### config.mk
export PLATFORM = sky130hd
export DESIGN_NAME = cpu_sequencer_flat
export DESIGN_NICKNAME = d
export VERILOG_FILES = /design/src/rtl/cpu_sequencer_if.sv /design/src/rtl/cpu_sequencer.sv /design/src/flat_wrapper.sv
export SDC_FILE = /design/constraint.sdc
export NUM_CORES = 1
export LEC_CHECK = 0
export BUFFER_PORTS_ARGS = -buffer_cell sky130_fd_sc_hd__buf_2
export CAP_MARGIN = 10
export CORE_ASPECT_RATIO = 0.5
export CORE_MARGIN = 4
export CORE_UTILIZATION = 46
export CTS_CLUSTER_SIZE = 16
export DETAILED_ROUTE_END_ITERATION = 8
export GPL_ROUTABILITY_DRIVEN = 0
export PLACE_DENSITY = 0.75
export SKIP_CTS_REPAIR_TIMING = 1
export SLEW_MARGIN = 10
export SYNTH_ARGS = -nofsm -noshare
export SYNTH_HDL_FRONTEND = slang
export SYNTH_SLANG_ARGS = --single-unit
### constraint.sdc
create_clock -name clk -period 1.7 [get_ports clk]
set_input_delay 0.085 -clock clk [delete_from_list [all_inputs] [get_ports clk]]
set_output_delay 0.085 -clock clk [all_outputs]
set_load 0.03 [all_outputs]
### src/rtl/cpu_sequencer_if.sv
// cpu_sequencer_if: control-side bundle between the LEGv8 multi-cycle
// sequencer and the datapath/memory.
//   master : sequencer view (takes opcode/zero/mem_ready, drives enables,
//            state and status)
//   slave  : datapath view (the mirror image)
// Signals:
//   inst31_21 - opcode field from the instruction register
//   zero      - ALU zero flag
//   mem_ready - memory completion
//   ir_write, pc_write, pc_src, mem_read, mem_write, reg_write - enables
//   state     - current sequencer state encoding
//   halted    - high in HALT
//   illegal   - sticky unrecognised-opcode flag
//   retired   - completed-instruction counter (CNT_W bits)
interface cpu_sequencer_if #(
    parameter int CNT_W = 16
);
    logic [10:0]      inst31_21;
    logic             zero;
    logic             mem_ready;
    logic             ir_write;
    logic             pc_write;
    logic             pc_src;
    logic             mem_read;
    logic             mem_write;
    logic             reg_write;
    logic [2:0]       state;
    logic             halted;
    logic             illegal;
    logic [CNT_W-1:0] retired;

    modport master (
        input  inst31_21, zero, mem_ready,
        output ir_write, pc_write, pc_src, mem_read, mem_write, reg_write,
        output state, halted, illegal, retired
    );

    modport slave (
        output inst31_21, zero, mem_ready,
        input  ir_write, pc_write, pc_src, mem_read, mem_write, reg_write,
        input  state, halted, illegal, retired
    );
endinterface

### src/rtl/cpu_sequencer.sv
// cpu_sequencer: multi-cycle control sequencer for the LEGv8 CPU.
// Walks each instruction through FETCH, DECODE, EXEC, MEM and WB, driving
// the datapath enables per cycle and stalling FETCH/MEM on mem_ready.
// Ports:
//   clk  - rising-edge clock
//   rst  - asynchronous active-high reset
//   bus  - cpu_sequencer_if.master (opcode/zero/mem_ready in; enables,
//          state, halted, illegal, retired out)
// Parameter:
//   CNT_W - width of the retired-instruction counter (wraps)
// Build option:
//   CPU_SEQ_ILLEGAL_TRAP_EN - when defined, an unrecognised opcode halts
//   the sequencer instead of executing as a NOP.
module cpu_sequencer #(
    parameter int CNT_W = 16
) (
    input  logic            clk,
    input  logic            rst,
    cpu_sequencer_if.master bus
);

    typedef enum logic [2:0] {
        S_FETCH  = 3'd0,
        S_DECODE = 3'd1,
        S_EXEC   = 3'd2,
        S_MEM    = 3'd3,
        S_WB     = 3'd4,
        S_HALT   = 3'd5
    } state_t;

    typedef enum logic [3:0] {
        C_RTYPE,
        C_LOAD,
        C_STORE,
        C_ADDI,
        C_CBZ,
        C_CBNZ,
        C_B,
        C_HALT,
        C_ILLEGAL
    } iclass_t;

    state_t           state_q;
    iclass_t          class_q;
    iclass_t          dec_class;
    logic [CNT_W-1:0] retired_q;
    logic             illegal_q;

    // casez takes the first matching item, so exact opcodes are listed
    // ahead of the wildcard families.
    always_comb begin
        dec_class = C_ILLEGAL;
        casez (bus.inst31_21)
            11'b11111000010: dec_class = C_LOAD;
            11'b11111000000: dec_class = C_STORE;
            11'b10001011000: dec_class = C_RTYPE;
            11'b11001011000: dec_class = C_RTYPE;
            11'b10001010000: dec_class = C_RTYPE;
            11'b10101010000: dec_class = C_RTYPE;
            11'b11111111111: dec_class = C_HALT;
            11'b1001000100?: dec_class = C_ADDI;
            11'b10110100???: dec_class = C_CBZ;
            11'b10110101???: dec_class = C_CBNZ;
            11'b000101?????: dec_class = C_B;
            default:         dec_class = C_ILLEGAL;
        endcase
    end

    always_ff @(posedge clk or posedge rst) begin
        if (rst) begin
            state_q   <= S_FETCH;
            class_q   <= C_RTYPE;
            retired_q <= '0;
            illegal_q <= 1'b0;
        end else begin
            case (state_q)
                S_FETCH: begin
                    if (bus.mem_ready) begin
                        state_q <= S_DECODE;
                    end
                end
                S_DECODE: begin
                    class_q <= dec_class;
                    case (dec_class)
                        C_HALT: begin
                            state_q   <= S_HALT;
                            retired_q <= retired_q + CNT_W'(1);
                        end
                        C_ILLEGAL: begin
                            illegal_q <= 1'b1;
`ifdef CPU_SEQ_ILLEGAL_TRAP_EN
                            state_q   <= S_HALT;
`else
                            state_q   <= S_EXEC;
`endif
                        end
                        default: state_q <= S_EXEC;
                    endcase
                end
                S_EXEC: begin
                    case (class_q)
                        C_RTYPE, C_ADDI: state_q <= S_WB;
                        C_LOAD, C_STORE: state_q <= S_MEM;
                        // Branches and the illegal-as-NOP case finish here.
                        default: begin
                            state_q   <= S_FETCH;
                            retired_q <= retired_q + CNT_W'(1);
                        end
                    endcase
                end
                S_MEM: begin
                    if (bus.mem_ready) begin
                        if (class_q == C_LOAD) begin
                            state_q <= S_WB;
                        end else begin
                            state_q   <= S_FETCH;
                            retired_q <= retired_q + CNT_W'(1);
                        end
                    end
                end
                S_WB: begin
                    state_q   <= S_FETCH;
                    retired_q <= retired_q + CNT_W'(1);
                end
                S_HALT: state_q <= S_HALT;
                default: state_q <= S_FETCH;
            endcase
        end
    end

    // Enables are decoded from state/class; mem_ready and zero are the only
    // inputs that reach the outputs combinationally.
    always_comb begin
        bus.ir_write  = 1'b0;
        bus.pc_write  = 1'b0;
        bus.pc_src    = 1'b0;
        bus.mem_read  = 1'b0;
        bus.mem_write = 1'b0;
        bus.reg_write = 1'b0;
        case (state_q)
            S_FETCH: begin
                bus.mem_read = 1'b1;
                bus.ir_write = bus.mem_ready;
                bus.pc_write = bus.mem_ready;
            end
            S_EXEC: begin
                case (class_q)
                    C_B: begin
                        bus.pc_write = 1'b1;
                        bus.pc_src   = 1'b1;
                    end
                    C_CBZ: begin
                        bus.pc_write = bus.zero;
                        bus.pc_src   = 1'b1;
                    end
                    C_CBNZ: begin
                        bus.pc_write = ~bus.zero;
                        bus.pc_src   = 1'b1;
                    end
                    default: ;
                endcase
            end
            S_MEM: begin
                bus.mem_read  = (class_q == C_LOAD);
                bus.mem_write = (class_q == C_STORE);
            end
            S_WB: bus.reg_write = 1'b1;
            default: ;
        endcase
    end

    assign bus.state   = state_q;
    assign bus.halted  = (state_q == S_HALT);
    assign bus.illegal = illegal_q;
    assign bus.retired = retired_q;

endmodule

### src/flat_wrapper.sv
// flat-port wrapper written by rule: the top's interface ports become plain ports
module cpu_sequencer_flat 
#(
    parameter int CNT_W = 16
)
  (clk, rst, bus_inst31_21, bus_zero, bus_mem_ready, bus_ir_write, bus_pc_write, bus_pc_src, bus_mem_read, bus_mem_write, bus_reg_write, bus_state, bus_halted, bus_illegal, bus_retired);
  cpu_sequencer_if #(.CNT_W(CNT_W)) bus_i ();
  input  logic clk;
  input  logic rst;
  input wire logic [$bits(bus_i.inst31_21)-1:0] bus_inst31_21;
  input wire logic [$bits(bus_i.zero)-1:0] bus_zero;
  input wire logic [$bits(bus_i.mem_ready)-1:0] bus_mem_ready;
  output wire logic [$bits(bus_i.ir_write)-1:0] bus_ir_write;
  output wire logic [$bits(bus_i.pc_write)-1:0] bus_pc_write;
  output wire logic [$bits(bus_i.pc_src)-1:0] bus_pc_src;
  output wire logic [$bits(bus_i.mem_read)-1:0] bus_mem_read;
  output wire logic [$bits(bus_i.mem_write)-1:0] bus_mem_write;
  output wire logic [$bits(bus_i.reg_write)-1:0] bus_reg_write;
  output wire logic [$bits(bus_i.state)-1:0] bus_state;
  output wire logic [$bits(bus_i.halted)-1:0] bus_halted;
  output wire logic [$bits(bus_i.illegal)-1:0] bus_illegal;
  output wire logic [$bits(bus_i.retired)-1:0] bus_retired;
  assign bus_i.inst31_21 = bus_inst31_21;
  assign bus_i.zero = bus_zero;
  assign bus_i.mem_ready = bus_mem_ready;
  assign bus_ir_write = bus_i.ir_write;
  assign bus_pc_write = bus_i.pc_write;
  assign bus_pc_src = bus_i.pc_src;
  assign bus_mem_read = bus_i.mem_read;
  assign bus_mem_write = bus_i.mem_write;
  assign bus_reg_write = bus_i.reg_write;
  assign bus_state = bus_i.state;
  assign bus_halted = bus_i.halted;
  assign bus_illegal = bus_i.illegal;
  assign bus_retired = bus_i.retired;
  cpu_sequencer #(.CNT_W(CNT_W)) u_core (.clk(clk), .rst(rst), .bus(bus_i));
endmodule
==> metrics.csv <==
metric,value,unit
yosysUniqueCellTypes,47,
worstPathCellList,buf_6 > or3b_4 > nor3b_4 > a21oi_2 > nor2_4 > buf_6,
power.total,3.70,mW
core-area,3030,um^2
crit_slowest_cell,or3b_4,
synth_area_per_cell,9.40,um^2
antenna-diode-count,0,
max_cap_violations,0,
grt_antenna_before_repair,0,
drt-total-wl,3.85,mm
seq_area_frac_synth,0.410,
slew_headroom,0.674,
crit_buf_inv,2,
cts.sinks,24,
min_delay_path_depth,3,
cpMostUsedCell,buf_6,
rsz0062_at_grt,true,
ff2ff_path_depth,5,
avgViaCountPerCell,5.37,
hpwl,2.81,mm
ant_nets,0,
area_delta_synth_final,46.7,%
arrival,1.79,ns
fp-row-count,14,
worstPathRequired,1.62,ns
drt_pass1_iterations,4,
yosysWarnings,0,
die_h,47.9,um
async_flop_share,1.00,
skew,0.00242,ns
synthFlopType,dfrtp_1,
synth_nets,172,
initial_utilization,0.484,
final_common_cell,buf_2,
status,finished with violations,
synth_edf_count,0,
nFillCells,220,
hold_viol_final,0,
cpPeakStageDelay,0.43,ns
grt_pass1_wl,5.81,mm
grtUsageTotal,0.178,
reg2reg_from,u_core.bus.state[1],
failed_checks,setup timing,
fmax,534,MHz
cp-end-kind,output pin,
path_delay_family,simple AND/OR/NAND/NOR gates,
critPathLaunchType,register,
fin_crit_sh,1.10,
cts_buffers,3,
r2r_end,u_core.bus.retired[15],
wl_per_cell,14.6,um
cts_buffer_depth,2,
drive_gt1_frac,0.478,
synthCells,156,
rrSetupSlack,-0.09,ns
die_x,87.8,um
hold_class,in2reg,
cts.root.buffer_cell,clkbuf_8,
cts_tree,yes,
worstHoldStart,bus_inst31_21[1],
fin_nets,241,
worstPathMaxFanout,4,
cts_htree_levels,1,
drt_iter0_drc,36,
io_pins,42,
vias,1417,
drc,0,
clkLatencyLatePin,0.27,ns
ys_ff_latch,24,
crit_type,reg2out,
stdcell_count,264,
slew_violations,0,
grt_max_degree,25,
worstMarginPinSlew,0.487,ns
power_density,1720,nW/um^2
min_period,1.87,ns
hold_end,u_core.class_q[0],
grt_pass1_vias,1335,
port_buffers,41,
setup_ws,-0.172,ns
dieArea,4210,um^2
path_clk_slew,0.09,ns
peakVddDrop,992,uV
finalSetupViolations,4,
grt_overflow,0,
synth_area,1470,um^2
layout_common_cells,"buf_2, buf_4, dfrtp_1",
power_leakage,1.02,nW
dp_cells,252,
==> worst max-delay path by stage <==
stage	slack [ns]	end	cells after the start	from
floorplan	-0.37	u_core.bus.retired[15]	6	u_core.bus.state[0]
global placement	0.02	u_core.bus.retired[15]	5	u_core.bus.state[1]
detailed placement	-0.06	u_core.bus.retired[15]	5	u_core.bus.state[1]
CTS	-0.20	bus_mem_read	6	u_core.class_q[2]
global route	-0.23	bus_mem_read	6	u_core.class_q[2]
finish	-0.17	bus_mem_read	6	u_core.class_q[3]
==> final cells by class <==
cell class / instances / area, um^2 / share of cell area
multi-input combinational: 122 / 962 / 0.447
sequential: 24 / 604 / 0.281
timing repair buffer: 68 / 440 / 0.205
tap: 40 / 50.0 / 0.0233
clock buffer: 3 / 41.3 / 0.0192
clock inverter: 1 / 30.0 / 0.0140
inverter: 6 / 22.5 / 0.0105
==> routing by layer <==
metal | wire length, um | GRT usage | vias to the layer above | part of all wire
met2 | 1990 | 0.347 | 41 | 0.52
li1 | - | - | 687 | -
met3 | 184 | 0.0275 | 4 | 0.048
met5 | 0 | 0 | - | 0
met1 | 1650 | 0.219 | 685 | 0.43
met4 | 23 | 0.0275 | 0 | 0.0060
==> sequential cells by signal, summed over array words and instances (netlist names) <==
| signal | cells |
|---|---|
| u_core.bus.retired | 16 |
| u_core.class_q | 4 |
| u_core.bus.state | 3 |
| u_core.bus.illegal | 1 |
==> cells in the mapped netlist (all sizes together) (2+ instances only) <==
master	n	area share
dfrtp	24	0.41
nand3	7	0.032
xnor2	10	0.065
inv	6	0.015
nor3	11	0.038
a31oi	2	0.0085
nand2b	5	0.021
buf	3	0.012
and3	2	0.0085
nand3b	4	0.020
nor3b	3	0.022
or2	2	0.0085
nor4	3	0.023
or4	2	0.013
o21a	3	0.015
nor2	14	0.036
nand4	5	0.026
o21ai	4	0.021
nand2	19	0.050
a21oi	4	0.014
xor2	7	0.042
==> cells by family after synthesis <==
kind of cell             share of synthesized area
flip-flops                                   0.410
AO/OA/AOI/OAI                               0.0947
multiplexers                                0.0145
adder cells (fa/ha/maj)                    0.00853
AND/OR/NAND/NOR                              0.336
XOR/XNOR                                     0.107
buffers and inverters                       0.0299
==> stage by stage <==
| stage | hold WS (ns) | TNS (ns) | worst slack [ns] | utilization | area (um^2) |
|---|---|---|---|---|---|
| global placement | 0.139 | 0 | 0.0211 | 0.624 | 1890 |
| CTS | -0.146 | -0.535 | -0.202 | 0.648 | 1960 |
| finish | 0.102 | -0.385 | -0.172 | 0.710 | 2150 |
| global route | 0.123 | -0.666 | -0.227 | 0.710 | 2150 |
| detailed placement | 0.149 | -0.0753 | -0.0566 | 0.624 | 1890 |
| floorplan | 0.0994 | -1.12 | -0.367 | - | 1530 |
==> report_power, final <==
group | leakage, nW | switching (mW) | internal [mW]
Sequential | 0.296 | 0.164 | 0.744
Combinational | 0.688 | 1.30 | 0.989
Clock | 0.0357 | 0.187 | 0.315
Total | 1.02 | 1.66 | 2.05
==> tightest hold or removal path: cells and delay by family <==
| family | cells | cell delay [ns] |
|---|---|---|
| AO/OA/AOI/OAI | 1 | 0.07 |
| AND/OR/NAND/NOR | 1 | 0.06 |
| buffers and inverters | 1 | 0.12 |
Power figures use the tool's default switching activity.
